### src/rtl/clock_period_meter_pkg.sv
// clock_period_meter_pkg: shared state encoding and default sizing for the period meter
package clock_period_meter_pkg;
   localparam int DEF_CNT_W = 30;
   localparam int DEF_TIMEOUT = 200000000;
   localparam logic [0:0] IDLE = 1'b0;
   localparam logic [0:0] MEASURE = 1'b1;
endpackage

### src/rtl/clock_period_meter_sync_edge_detect.sv
// sync_edge_detect: two-flop synchronizer plus history flop yielding single-cycle rise/fall strobes
module sync_edge_detect
   import clock_period_meter_pkg::*;
(
   input  logic clk_i,
   input  logic reset,
   input  logic sig_i,
   output logic rise,
   output logic fall
);
   logic meta, synced, hist;
   // shift the async input through the synchronizer and keep one cycle of history
   always_ff @(posedge clk_i) begin
      if (reset) begin
         meta <= 1'b0;
         synced <= 1'b0;
         hist <= 1'b0;
      end else begin
         meta <= sig_i;
         synced <= meta;
         hist <= synced;
      end
   end
   assign rise = synced & ~hist;
   assign fall = ~synced & hist;
endmodule

### src/rtl/clock_period_meter.sv
// clock_period_meter: measures period and high time of an async square wave in clk_i cycles
module clock_period_meter
   import clock_period_meter_pkg::*;
#(
   parameter int CNT_W = DEF_CNT_W,
   parameter int TIMEOUT = DEF_TIMEOUT
)
(
   input  logic             clk_i,
   input  logic             reset,
   input  logic             en_i,
   input  logic             sig_i,
   output logic [CNT_W-1:0] period_o,
   output logic [CNT_W-1:0] high_o,
   output logic             valid_o,
   output logic             timeout_o
);
   localparam logic [CNT_W-1:0] TERM = CNT_W'(TIMEOUT - 1);
   logic rise, fall;
   logic [0:0] state;
   logic [CNT_W-1:0] cnt, high_q, cnt_inc;
   sync_edge_detect u_sync (
      .clk_i (clk_i),
      .reset (reset),
      .sig_i (sig_i),
      .rise  (rise),
      .fall  (fall)
   );
   assign cnt_inc = cnt + CNT_W'(1);
   // arm on the first rise, then count cycles between rises; a rise on the terminal count still updates
   always_ff @(posedge clk_i) begin
      if (reset) begin
         state <= IDLE;
         cnt <= '0;
         high_q <= '0;
         period_o <= '0;
         high_o <= '0;
         valid_o <= 1'b0;
         timeout_o <= 1'b0;
      end else begin
         valid_o <= 1'b0;
         if (!en_i) begin
            state <= IDLE;
            cnt <= '0;
         end else if (state == IDLE) begin
            if (rise) begin
               cnt <= '0;
               state <= MEASURE;
            end
         end else if (rise) begin
            period_o <= cnt_inc;
            high_o <= high_q;
            cnt <= '0;
            valid_o <= 1'b1;
            timeout_o <= 1'b0;
         end else if (cnt == TERM) begin
            timeout_o <= 1'b1;
            cnt <= '0;
            state <= IDLE;
         end else begin
            cnt <= cnt_inc;
            if (fall) high_q <= cnt_inc;
         end
      end
   end
endmodule

### config.mk
export PLATFORM = sky130hd
export DESIGN_NAME = clock_period_meter
export DESIGN_NICKNAME = d
export VERILOG_FILES = /design/src/rtl/clock_period_meter_pkg.sv /design/src/rtl/clock_period_meter_sync_edge_detect.sv /design/src/rtl/clock_period_meter.sv
export SDC_FILE = /design/constraint.sdc
export NUM_CORES = 1
export LEC_CHECK = 0
export CAP_MARGIN = 20
export CORE_MARGIN = 5
export CORE_UTILIZATION = 55
export DETAILED_ROUTE_END_ITERATION = 10
export PLACE_DENSITY_LB_ADDON = 0.12
export REMOVE_ABC_BUFFERS = 1
export SYNTH_ARGS = -nofsm -noshare
export SYNTH_HDL_FRONTEND = slang
export SYNTH_SLANG_ARGS = --single-unit
### constraint.sdc
create_clock -name clk_i -period 2.2 [get_ports clk_i]
set_clock_uncertainty 0.05 [all_clocks]
set_input_delay 0.22 -clock clk_i [delete_from_list [all_inputs] [get_ports clk_i]]
set_output_delay 0.22 -clock clk_i [all_outputs]
set_load 0.005 [all_outputs]
; ---- After elaboration in Yosys (flattened, before gate mapping)
; Index checks and enable logic that the tools add are counted.
[word_totals]
reg_bits = 126
latchBits = 0
mem_bits_rw = 0
romBits = 0
input_bits = 4
out_inout_bits = 62
mem_count = 0
[op_classes]
addsub = 1
n_mul = 0
div_mod_pow = 0
order_cmp = 0
n_eq_ne = 1
shift = 0
mux = 10
bitwise_logic = 8
n_reduce_logical = 7
[ops]
columns = op, n
row1 = 2-to-1 mux 30 bit, 4
row2 = "adder 30 x 1 -> 30 bit, second input constant", 1
row3 = "equality test 30 x 28 -> 1 bit, second input constant", 1
row4 = 2-to-1 mux 1 bit, 6
row5 = inverter 1 bit, 6
row6 = AND reduction 3 bit, 2
row7 = AND reduction 5 bit, 1
row8 = nonzero test 2 bit, 2
row9 = OR reduction 3 bit, 1
row10 = bitwise AND 1 bit, 2
row11 = OR reduction 2 bit, 1

; ---- Logic depth before layout (Yosys ltp)
[logic_depth]
ltp_word = 4
depth_mapped = 8

; ---- Modules after synthesis
; Synthesis repeated with hierarchy kept, for this count alone.
[unflattened]
hier_cells = 517
area_unflattened_um2 = 4890.9
[by_module_without_submodules]
columns = mod, instances, cells_per_inst, area_each_um2, seq_area_each_um2
row1 = clock_period_meter, 1, 509, 4799.6, 2462.4
row2 = sync_edge_detect, 1, 8, 91.3, 60.1

; ---- Worst setup path after synthesis
; OpenSTA, ideal clock, no wires.
[synth_path]
path_kind = register to register
from = reg cnt[0]
to = reg high_q[20]
setup_time_ns = 0.086
t_arrival_ns = 1.622
required_time_ns = 2.064
setup_slack_ns = 0.442
stages_incl_launch_ff = 9
path_buffers = 2
cell_sequence = dfxtp_1 > ha_1 > nand4_1 > nor2_1 > and3_1 > buf_4 > nor2_2 > buf_6 > a211oi_1
[synth_between]
elab_chain_cells = 3
elab_cells_between_ends = 4
[synth_rtl]
columns = item, line_no
row1 = from (decl), clock_period_meter.sv:21  ; logic [CNT_W-1:0] cnt, high_q, cnt_inc;
row2 = from (signal assigned), clock_period_meter.sv:61  ; cnt <= cnt_inc;
row3 = branches (longest 3 deep; another with adder 30 x 1 -> 30 bit), --
row4 = to (signal assigned), clock_period_meter.sv:62  ; if (fall) high_q <= cnt_inc;
row5 = to (decl), clock_period_meter.sv:21
; Several ways; the timed one is not identified.
; A chain may end at the register's enable or synchronous reset.

; ---- Final worst setup path
[layout_path]
from = reg cnt[1]
to = reg cnt[16]
[layout_between]
elab_chain_cells = 4
elab_cells_between_ends = 5
[layout_rtl]
columns = item, line_no
row1 = adder 30 x 1 -> 30 bit / equality test 30 x 28 -> 1 bit (equally long branches), "clock_period_meter.sv:29, clock_period_meter.sv:56"
row2 = 2-to-1 mux 30 bit *, clock_period_meter.sv:56  ; end else if (cnt == TERM) begin
row3 = 2-to-1 mux 30 bit *, clock_period_meter.sv:50  ; end else if (rise) begin
row4 = 2-to-1 mux 30 bit *, clock_period_meter.sv:45  ; end else if (state == IDLE) begin
; Mark *: on every way between the ends. The rest lies on a longest branch, timed or not.

==> tab_implementation.tex <==
\begin{tabular}{lr}
\hline
Metric & Value \\
\hline
\multicolumn{2}{l}{\textbf{Cells and area}} \\
\quad Final Instance Area & 0.00668 mm2 \\
\quad Total of fill cells in the finished design & 681 \\
\quad Most frequent cells in the layout & dfxtp\_1, nand2\_1, a21oi\_1 \\
\quad Area growth syn-to-layout & 29.4\% \\
\quad Core utilization of the finished layout & 0.726 \\
\quad Multi-input gate area & 0.00243 mm2 \\
\quad Sequential standard cell area & 0.00252 mm2 \\
\quad Most common cell after layout, fill and taps aside & dfxtp\_1 \\
\quad Nets & 673 \\
\quad Diode insertion count for antenna repair & 0 \\
\quad Share of final-layout standard cells stronger than drive strength 1 & 0.129 \\
\quad Layout Cells excl Fill & 792 \\
\multicolumn{2}{l}{\textbf{Flow run}} \\
\quad Number of max-cap violations & 0 \\
\multicolumn{2}{l}{\textbf{Power}} \\
\quad Static leakage & 2.26 nW \\
\quad Overall power after layout & 5.24 mW \\
\quad P per Cell Area & 784 mW/mm2 \\
\quad Worst vdd ir & 516 uV \\
\multicolumn{2}{l}{\textbf{Worst hold path}} \\
\quad Class of the most critical hold timing path & input pin to flop \\
\quad Number of cells on the worst hold path & 3 \\
\multicolumn{2}{l}{\textbf{Yosys}} \\
\quad Post-Synthesis Cell Area & 0.00516 mm2 \\
\quad Synthesized area divided by synthesized cell count & 8.68 um2 \\
\quad Number of synthesized flops with an enable pin & 0 \\
\quad Primary flip-flop cell chosen by synthesis mapping & dfxtp\_1 \\
\quad Fraction of registers with async set or reset after synthesis & 0 \\
\quad Register bit total from synthesis & 126 \\
\quad Number of distinct library cell variants in the gate-level netlist after synthesis & 47 \\
\quad Proportion of synthesized chip area in sequential cells & 0.488 \\
\quad Instance count of the mapped netlist & 595 \\
\quad Yosys warnings & 0 \\
\multicolumn{2}{l}{\textbf{Drt}} \\
\quad 1st-pass router iterations & 4 \\
\quad Routed metal-1 wire length & 5.93 mm \\
\quad WL per Instance & 16.0 um \\
\quad Via count & 4495 \\
\quad Highest layer used for signal routing & met4 \\
\quad DR iter-0 viols & 219 \\
\quad Routed wl met2 & 5.96 mm \\
\quad Total wire length after detailed routing & 12.7 mm \\
\quad DRC & 0 \\
\quad Via density & 5.68 \\
\quad Number of routed nets with antenna violations & 0 \\
\quad Routed wire length on met3 & 583 um \\
\multicolumn{2}{l}{\textbf{Floorplan}} \\
\quad Die Footprint & 0.0114 mm2 \\
\quad Floorplan Core Area & 0.00920 mm2 \\
\quad Row count & 35 \\
\quad Top-level port count & 66 \\
\quad Initial core utilization & 0.561 \\
\quad Die outline height & 107 um \\
\quad Chip width & 107 um \\
\multicolumn{2}{l}{\textbf{CTS}} \\
\quad Number of sinks handled by clock tree synthesis & 126 \\
\quad Clock Pin Slew Worst Setup and Hold Paths & 0.06 ns \\
\quad Cts-stage hold buffer count & 0 \\
\quad Inserted Clock Buffers & 17 \\
\quad Clock latency on the worst-skew pair & 0.52 ns \\
\quad H-tree levels & 4 \\
\quad Maximum count of clock buffers along a single path & 2 \\
\quad CTS Root Buffer Type & clkbuf\_8 \\
\quad Clock tree from TritonCTS & done \\
\multicolumn{2}{l}{\textbf{Critical path}} \\
\quad Data arrival, critical path & 2.39 ns \\
\quad Chain of cells forming the critical path & ha\_1 -> buf\_4 -> nand3\_1 -> nor4\_4 -> buf\_4 -> nand3\_1 -> xnor2\_1 -> o32ai\_1 \\
\quad Type of origin of the critical path & flop \\
\quad Worst reg2reg path depth & 8 \\
\quad Capturing element type of the critical path & flop \\
\quad Slowest cell delay on critical path & 0.40 ns \\
\quad Maximum fanout along the worst path & 6 \\
\quad CP delay by family, top & simple AND/OR/NAND/NOR gates \\
\quad Cell type of the slowest stage on the worst timing path & dfxtp\_1 \\
\quad Number of cells on the critical path & 8 \\
\quad Endpoint required time on the critical path & 2.52 ns \\
\quad Worst path bufs/invs & 2 \\
\quad Start-to-end type of the worst setup path & flop to flop \\
\multicolumn{2}{l}{\textbf{Timing}} \\
\quad Worst slew slack as a fraction of its limit & 0.372 \\
\quad Setup slack after layout & 0.137 ns \\
\quad RSZ-0062 raised after global routing & no \\
\quad Minimum clock period & 2.06 ns \\
\quad Final number of max-transition violations & 0 \\
\quad Fin. Hold Viols & 0 \\
\quad Final count of negative-setup-slack endpoints & 0 \\
\quad Total Negative Setup Slacks & 0 ns \\
\quad Max frequency & 485 MHz \\
\quad Minimum hold slack & 0.0342 ns \\
\quad Slew of the pin with the lowest slew margin & 0.942 ns \\
\quad Final period utilization & 0.938 \\
\multicolumn{2}{l}{\textbf{Place}} \\
\quad PortBufs & 65 \\
\quad Post-placement cell count & 757 \\
\quad Final estimated routing congestion in global placement & 0.907 \\
\quad Worst-case setup slack after placement & -0.0121 ns \\
\quad Total half-perimeter wirelength after legalization and detailed placement & 8.05 mm \\
\quad Cell area after placement & 0.00604 mm2 \\
\multicolumn{2}{l}{\textbf{Global routing}} \\
\quad Maximum number of pins on one net before global-route repair & 96 \\
\quad Remaining global-route overflow & 0 \\
\quad Initial antenna violation count & 0 \\
\quad First-pass GRT wire length & 21.7 mm \\
\quad Total routing resource utilization after global routing & 0.233 \\
\quad Via count of the first global-routing pass & 4441 \\
\multicolumn{2}{l}{\textbf{Status}} \\
\quad Outcome & finished, final reports clean \\
\hline
\end{tabular}
-- power by group --
group          total, mW  internal [mW]  leakage [nW]  switching [mW]
registers           2.29           2.29          1.01         0.00354
clock network       2.87           1.86         0.296            1.00
logic             0.0812         0.0233         0.949          0.0579
total               5.24           4.18          2.26            1.06
-- area by class of cell --
cell class	count	area share
repair buffers	102	0.144
clock inverters	11	0.0247
clock buffers	21	0.0657
multi-input cells	416	0.364
well taps	111	0.0208
flip-flops and latches	126	0.378
inverters	5	0.00281
-- cells in the mapped netlist, types with 3 or more instances --
cell      number  area (um2)
dfxtp_1      126        2520
nand2_1       85         319
a21oi_1       72         360
nor2_1        54         203
a211oi_1      45         338
clkbuf_1      31         116
nor3_1        23         115
nand3_1       18        90.1
xnor2_1       16         140
xor2_1        16         140
nand4_1       11        68.8
o21ai_0       11        55.1
and3_1         7        43.8
buf_1          6        22.5
buf_2          6        30.0
a311oi_1       4        35.0
inv_1          4        15.0
mux2i_1        4        40.0
nor2b_1        4        25.0
a31oi_1        3        18.8
a41oi_1        3        26.3
and2_1         3        18.8
and4_1         3        26.3
buf_6          3        33.8
nand2b_1       3        18.8
nor4_1         3        18.8
nor4_4         3        63.8
or2_2          3        18.8
or3_1          3        18.8
-- repair_timing --
action / CTS / global route
endpoints found under the hold margin: 0 / 0
gates resized for setup: 1 / 2
setup endpoints to repair: 12 / 16
pin swaps: 0 / 2
setup buffers: 0 / 3
-- worst register-to-register path, delay by kind of cell (launching register included) --
| family | cells | cell delay (ns) |
|---|---|---|
| adder cells (fa/ha/maj) | 1 | 0.20 |
| AND/OR/NAND/NOR | 3 | 0.49 |
| XOR/XNOR | 1 | 0.30 |
| buffers and inverters | 2 | 0.33 |
| AO/OA/AOI/OAI | 1 | 0.16 |
| flip-flops | 1 | 0.40 |
-- cell families after synthesis --
| family | count (synthesis) | synth area share |
|---|---|---|
| adders and majority gates | 1 | 0.00242 |
| muxes | 5 | 0.00993 |
| buffers and inverters | 53 | 0.0453 |
| AOI/OAI and AO/OA | 144 | 0.173 |
| DFF | 126 | 0.488 |
| and+or+nand+nor | 234 | 0.227 |
| xor gates and xnor gates | 32 | 0.0543 |
-- final timing paths --
path,slack [ns],endpoint,start
setup / recovery,0.14,cnt[16],cnt[1]
hold / removal,0.03,state,reset
setup reg to reg,0.14,cnt[16],cnt[1]
hold reg to reg,0.40,u_sync.synced,u_sync.meta
-- registers in the layout, indices dropped and copies added, names as in the netlist --
name,flops
cnt,30
high_o,30
high_q,30
period_o,30
state,1
timeout_o,1
u_sync.hist,1
u_sync.meta,1
u_sync.synced,1
valid_o,1
-- layer usage --
layer / GRT usage / vias to the layer above
li1: - / 2232
met1: 0.313 / 2122
met2: 0.366 / 116
met3: 0.0476 / 25
met4: 0.0968 / 0
met5: 0 / -
Power figures use the tool's default switching activity.
